### src/rtl/multicycle_ctrl_fsm.sv
// Main control FSM of the multi-cycle RV32I core: fetch/decode/execute/memory/writeback with trap.
// Optional retired-instruction counter and retire_cnt port enabled by defining CTRL_RETIRE_CNT_EN.
module multicycle_ctrl_fsm #(
    parameter int unsigned TIMEOUT_CYCLES = 255,
    parameter int unsigned CNT_W          = 32
) (
    input  logic             clk,
    input  logic             rst_n,
    input  logic [6:0]       opcode,
    input  logic             branch_taken,
    input  logic             mem_ready,
    output logic             mem_req,
    output logic             mem_we,
    output logic             ir_we,
    output logic             pc_we,
    output logic             pc_src,
    output logic [2:0]       instr_type,
    output logic             alu_a_sel,
    output logic             alu_b_sel,
    output logic             reg_we,
    output logic [1:0]       wb_sel,
    output logic             trap,
    output logic [1:0]       trap_cause
`ifdef CTRL_RETIRE_CNT_EN
    ,
    output logic [CNT_W-1:0] retire_cnt
`endif
);

    typedef enum logic [2:0] {
        S_IDLE, S_FETCH, S_DECODE, S_EXEC, S_MEM, S_WB, S_TRAP
    } state_t;

    localparam logic [6:0] OPC_LOAD   = 7'b0000011;
    localparam logic [6:0] OPC_OPIMM  = 7'b0010011;
    localparam logic [6:0] OPC_JALR   = 7'b1100111;
    localparam logic [6:0] OPC_STORE  = 7'b0100011;
    localparam logic [6:0] OPC_BRANCH = 7'b1100011;
    localparam logic [6:0] OPC_LUI    = 7'b0110111;
    localparam logic [6:0] OPC_AUIPC  = 7'b0010111;
    localparam logic [6:0] OPC_JAL    = 7'b1101111;
    localparam logic [6:0] OPC_OP     = 7'b0110011;

    localparam int unsigned TW = (TIMEOUT_CYCLES > 1) ? $clog2(TIMEOUT_CYCLES + 1) : 1;

    state_t          state_q, state_d;
    logic [6:0]      opc_q, opc_d;
    logic [2:0]      itype_q, itype_d;
    logic [1:0]      cause_q, cause_d;
    logic [TW-1:0]   cnt_q, cnt_d;
    logic            retire;
    logic            timeout_hit;

    // mem_ready on the same cycle always beats the timeout
    assign timeout_hit = (TIMEOUT_CYCLES != 0) && (cnt_q == TW'(TIMEOUT_CYCLES)) && !mem_ready;

    always_ff @(posedge clk or negedge rst_n) begin
        if (!rst_n) begin
            state_q <= S_IDLE;
            opc_q   <= '0;
            itype_q <= '0;
            cause_q <= '0;
            cnt_q   <= '0;
        end else begin
            state_q <= state_d;
            opc_q   <= opc_d;
            itype_q <= itype_d;
            cause_q <= cause_d;
            cnt_q   <= cnt_d;
        end
    end

    always_comb begin
        state_d   = state_q;
        opc_d     = opc_q;
        itype_d   = itype_q;
        cause_d   = cause_q;
        cnt_d     = '0;
        retire    = 1'b0;
        mem_req   = 1'b0;
        mem_we    = 1'b0;
        ir_we     = 1'b0;
        pc_we     = 1'b0;
        pc_src    = 1'b0;
        alu_a_sel = 1'b0;
        alu_b_sel = 1'b0;
        reg_we    = 1'b0;
        wb_sel    = 2'b00;
        trap      = 1'b0;
        case (state_q)
            S_IDLE: state_d = S_FETCH;
            S_FETCH: begin
                mem_req = 1'b1;
                if (mem_ready) begin
                    ir_we   = 1'b1;
                    pc_we   = 1'b1;
                    state_d = S_DECODE;
                end else if (timeout_hit) begin
                    cause_d = 2'b10;
                    state_d = S_TRAP;
                end else if (TIMEOUT_CYCLES != 0) begin
                    cnt_d = cnt_q + TW'(1);
                end
            end
            S_DECODE: begin
                opc_d   = opcode;
                state_d = S_EXEC;
                case (opcode)
                    OPC_LOAD, OPC_OPIMM, OPC_JALR: itype_d = 3'b000;
                    OPC_STORE:                     itype_d = 3'b001;
                    OPC_BRANCH:                    itype_d = 3'b010;
                    OPC_LUI, OPC_AUIPC:            itype_d = 3'b011;
                    OPC_JAL:                       itype_d = 3'b100;
                    OPC_OP:                        itype_d = 3'b101;
                    default: begin
                        opc_d   = opc_q;
                        cause_d = 2'b01;
                        state_d = S_TRAP;
                    end
                endcase
            end
            S_EXEC: begin
                state_d = S_WB;
                case (opc_q)
                    OPC_OP: ;
                    OPC_AUIPC, OPC_JAL: begin
                        alu_a_sel = 1'b1;
                        alu_b_sel = 1'b1;
                    end
                    OPC_BRANCH: begin
                        alu_a_sel = 1'b1;
                        alu_b_sel = 1'b1;
                        pc_we     = branch_taken;
                        pc_src    = 1'b1;
                        retire    = 1'b1;
                        state_d   = S_FETCH;
                    end
                    default: alu_b_sel = 1'b1;
                endcase
                if (opc_q == OPC_LOAD || opc_q == OPC_STORE) state_d = S_MEM;
            end
            S_MEM: begin
                mem_req = 1'b1;
                mem_we  = (opc_q == OPC_STORE);
                if (mem_ready) begin
                    retire  = (opc_q == OPC_STORE);
                    state_d = (opc_q == OPC_STORE) ? S_FETCH : S_WB;
                end else if (timeout_hit) begin
                    cause_d = 2'b10;
                    state_d = S_TRAP;
                end else if (TIMEOUT_CYCLES != 0) begin
                    cnt_d = cnt_q + TW'(1);
                end
            end
            S_WB: begin
                reg_we  = 1'b1;
                retire  = 1'b1;
                state_d = S_FETCH;
                if (opc_q == OPC_LOAD) begin
                    wb_sel = 2'b01;
                end else if (opc_q == OPC_JAL || opc_q == OPC_JALR) begin
                    wb_sel = 2'b10;
                    pc_we  = 1'b1;
                    pc_src = 1'b1;
                end
            end
            S_TRAP:  trap = 1'b1;
            default: state_d = S_IDLE;
        endcase
    end

    assign instr_type = itype_q;
    assign trap_cause = cause_q;

`ifdef CTRL_RETIRE_CNT_EN
    logic [CNT_W-1:0] retire_cnt_q, retire_cnt_d;

    always_comb begin
        retire_cnt_d = retire_cnt_q;
        if (retire) retire_cnt_d = retire_cnt_q + CNT_W'(1);
    end

    always_ff @(posedge clk or negedge rst_n) begin
        if (!rst_n) retire_cnt_q <= '0;
        else        retire_cnt_q <= retire_cnt_d;
    end

    assign retire_cnt = retire_cnt_q;
`else
    logic [CNT_W-1:0] unused_cnt_w;
    logic             unused_retire;
    assign unused_cnt_w  = '0;
    assign unused_retire = retire;
`endif

endmodule
### config.mk
export PLATFORM = sky130hd
export DESIGN_NAME = multicycle_ctrl_fsm
export DESIGN_NICKNAME = d
export VERILOG_FILES = /design/src/rtl/multicycle_ctrl_fsm.sv
export SDC_FILE = /design/constraint.sdc
export NUM_CORES = 1
export LEC_CHECK = 0
export CORE_ASPECT_RATIO = 1.2
export CORE_MARGIN = 5
export CORE_UTILIZATION = 39
export DETAILED_ROUTE_END_ITERATION = 8
export PLACE_DENSITY = 0.7
export REMOVE_ABC_BUFFERS = 1
export SYNTH_ARGS = -nofsm -noshare
export SYNTH_HDL_FRONTEND = slang
export SYNTH_SLANG_ARGS = --single-unit
### constraint.sdc
create_clock -name clk -period 2.6 [get_ports clk]
set_clock_uncertainty 0.15 [all_clocks]
set_input_delay 0.26 -clock clk [delete_from_list [all_inputs] [get_ports clk]]
set_output_delay 0.26 -clock clk [all_outputs]
set_load 0.05 [all_outputs]
======== Word level (Yosys, flattened, before mapping) ========
Index checks and enable logic that the tools add are counted.
operators by class
  equality and inequality tests ........... 26
  $add $sub $neg .......................... 1
  reduce and logical (&&, ||, !) cells .... 16
  muxes and demuxes ....................... 35
operators with widths
  operator               number
  $eq A7 B7 Y1 const B   6
  $pmux W3 S6            2
  $eq A7 B6 Y1 const B   5
  $mux W8                3
  $eq A7 B5 Y1 const B   3
  $mux W3                7
  $eq A7 B2 Y1 const B   2
  $mux W1                14
  $mux W2                6
  $eq A3 B3 Y1 const B   3
  $reduce_or A9 Y1       1
  $add A8 B1 Y8 const B  1
  $eq A8 B8 Y1 const B   1
  $eq A3 B2 Y1 const B   2
  $reduce_bool A6 Y1     1
  $reduce_or A2 Y1       3
  $reduce_or A3 Y1       2
  $ne A2 B2 Y1 const B   2
  $pmux W2 S2            1
  $reduce_and A2 Y1      2
  $reduce_and A4 Y1      1
  $eq A3 B1 Y1 const B   1
  $logic_not A3 Y1       1
  $pmux W1 S3            1
  6 further kinds        7
storage, ports and cells
  input bits .............................. 11
  word-level logic and storage cells ...... 83
  output and inout port bits .............. 16
  register bits after elaboration ......... 23

======== Depth between registers and ports, before layout ========
  depth after elaboration ................. 5
  mapped depth ............................ 5

======== Worst setup path before layout ========
No wires, ideal clock.
  path kind ............................... register -> output
  start ................................... register opc_q[3]
  end ..................................... output mem_we
  setup slack ............................. -0.360 ns
  required time ........................... 2.190 ns
  arrival ................................. 2.550 ns
  stages on the path, launching flop included .. 4
  path buffers ............................ 0
  cell sequence ........................... dfrtp_1 -> or3_1 -> or2_2 -> nor4_1
between the ends
  cells in the longest elaborated chain, start to end .. 2
RTL lines
  item                    RTL line  source
  start, declared         47        logic [6:0] opc_q, opc_d;
  start signal, assigned  66        opc_q <= opc_d;
  $eq A7 B6 Y1            144       mem_we = (opc_q == OPC_STORE);
  $mux W1                 90        case (state_q)
  end, declared           13        output logic mem_we,
No other way between the ends.

======== Worst setup path in the final report ========
Same ends and word-level chain as after synthesis.

==> impl_metrics.toml <==
[placement]
portBuffers = 26
placed_cells = 197
gp_congestion = 0.885
dp.final_hpwl_mm = 2.22
post-place-ws_ps = 402

[cts]
post_cts_resized = 0
cts_inserted_buffers = 3
clk_path_buf_depth = 2
cts_tree = "yes"
cts_setup_buffers = 0
htreeDepth = 1
clk_pin_slew_worst_paths_ps = 90
clkSinkCount = 23
clockRootBuffer = "clkbuf_8"
cts_hold_buf = 0
insertion_delay_ps = 270

[global_route]
grtUsageMet1_pct = 17.3
grt_pass1_vias = 1175
antenna_found_initial = 0
top_usage_layer = "met2"
grt_use_met3_pct = 1.66
overflow = 0
grt_pass1_wl_mm = 5.13
grt_usage_pct = 13.4
use_met2_pct = 21.8
grt_max_degree = 24

[critical_path]
crit_path_end_kind = "output pin"
path_buf_inv = 1
critical_path.top_delay_family = "simple AND/OR/NAND/NOR gates"
crit_chain = "or3_1 -> or2_2 -> nor4_1 -> buf_12"
cp_max_fo = 5
critPathMaxStageDelay_ps = 440
critPathKind = "reg2out"
cp_slowest_cell = "or3_1"
crit_path_start_kind = "flip-flop"
worstPathArrival_ps = 2060
worstPathRequired_ps = 2190

[layout]
final_util_pct = 51.0
final_cell_mix = "dfrtp_1 (23), clkdlybuf4s50_1 (18), nor2_1 (12), nand2b_1 (9)"
layout_commonest_cell = "dfrtp_1"
syn_to_final_growth_pct = 26.1
fillCellCount = 310
nNetsFinal = 177
final_cell_count_no_fill = 201
layout-drive-gt1-share_pct = 16.5
n_antenna_cell = 0

[timing]
setup_viol = 0
rsz0062_at_grt = "false"
final.setup.worst_slack_ps = 135
max-slew-margin-rel_pct = 65.2
tightest_slew_ps = 517
max_freq_mhz = 406
report.final.hold_viol_count = 0
fin_crit_ps = 2470
report.final.slew_viol_count = 0
fin_crit_sh_pct = 94.8

[synthesis]
synth_seq_area_share_pct = 42.6
synthesis.area_um2 = 1350
yosys_register_bits = 23
ys.flop_type = "dfrtp_1"
synthArstFlopShare_pct = 100
syn_inst = 135
synth_warnings = 0
ys_types = 45
avgSynthCellArea_um2 = 10.0
synth-edff-count = 0

[routing]
drc = 0
antenna_left = 0
wl_mm = 2.88
drt_iter0_markers = 81
dr.pass1.iters = 5
vias = 1108
avgRoutedWirePerCell_um = 14.3
routed_via_density = 5.51

[power_and_ir_drop]
power.total_w = 0.00146
leakage_nw = 0.727
vdd_drop_max_v = 0.000670
cellPowerDensity_nw_per_um2 = 860

[floorplanning]
initial_core_util_pct = 40.5
core_um2 = 3340
die_area_um2 = 4750
pin_count = 27
die_y_um = 74.5
rows = 23
die_w_um = 63.7

[min_path]
hold_path.class = "in2async"

[status]
outcome = "finished clean"

[run]
cap_violations = 0
[cell families after synthesis]
group | count (synthesis) | synth area share [%]
xor gates and xnor gates | 6 | 3.89
AOI/OAI and AO/OA | 27 | 16.3
adders and majority gates | 1 | 0.926
muxes | 6 | 6.67
DFF | 23 | 42.6
buffers and inverters | 9 | 3.06
and+or+nand+nor | 63 | 26.6
[final cells by class]
class                   count  area (um^2)  share of cell area [%]
clock buffers               3         41.3                    2.42
repair buffers             27          273                    16.0
multi-input cells         103          734                    43.1
clock inverters             1         7.51                   0.441
flip-flops and latches     23          576                    33.8
well taps                  37         46.3                    2.72
inverters                   7         26.3                    1.54
[state kept, by name, indices dropped and copies added (netlist names)]
register / count
state_q: 3
opc_q: 7
instr_type: 3
trap_cause: 2
cnt_q: 8
[cells in the mapped netlist (2+ instances only)]
cell type	number	area (um^2)
inv_1	7	26.3
xor2_1	3	26.3
o21ai_0	5	25.0
nand3_1	7	35.0
o21a_1	2	15.0
or2_2	3	18.8
a21oi_1	3	15.0
nand2_1	3	11.3
nor4_1	2	12.5
o31ai_1	2	15.0
nor2_1	12	45.0
xnor2_1	3	26.3
nand2b_1	9	56.3
or3_1	2	12.5
nor3_1	7	35.0
a31oi_1	2	12.5
mux2_4	6	90.1
nor2b_1	5	31.3
and3_1	4	25.0
dfrtp_1	23	576
[stage by stage]
step	instance area (um^2)	setup TNS (ps)	hold WS, ps
2_1_floorplan	1340	-719	-186
3_3_place_gp	1660	0	302
3_5_place_dp	1660	0	312
4_1_cts	1700	0	196
5_1_grt	1700	0	211
6_report	1700	0	188
[report_power, final]
part,switching (W),total (W),internal [W]
Sequential,0.000128,0.000578,0.000450
Clock,0.000116,0.000224,0.000108
Combinational,0.000379,0.000663,0.000284
Total,0.000623,0.00146,0.000842
[worst paths after layout]
path                          start         end  slack, ps  cells past startpoint
max                        opc_q[3]      mem_we        130                      4
min                           rst_n    cnt_q[7]        190                      2
min reg2reg                cnt_q[0]    cnt_q[0]        320                      1
min in group clk           cnt_q[0]    cnt_q[0]        320                      1
max reg2reg                cnt_q[0]  state_q[2]        610                      5
max in group asynchronous     rst_n  state_q[1]       1880                      2
[layer usage]
metal / routed length [um] / share of wire [%]
met1: 1340 / 47
met2: 1370 / 48
met3: 111 / 3.9
met4: 57 / 2.0
met5: 0 / 0
Note: power is estimated with default switching activity, not from simulation.
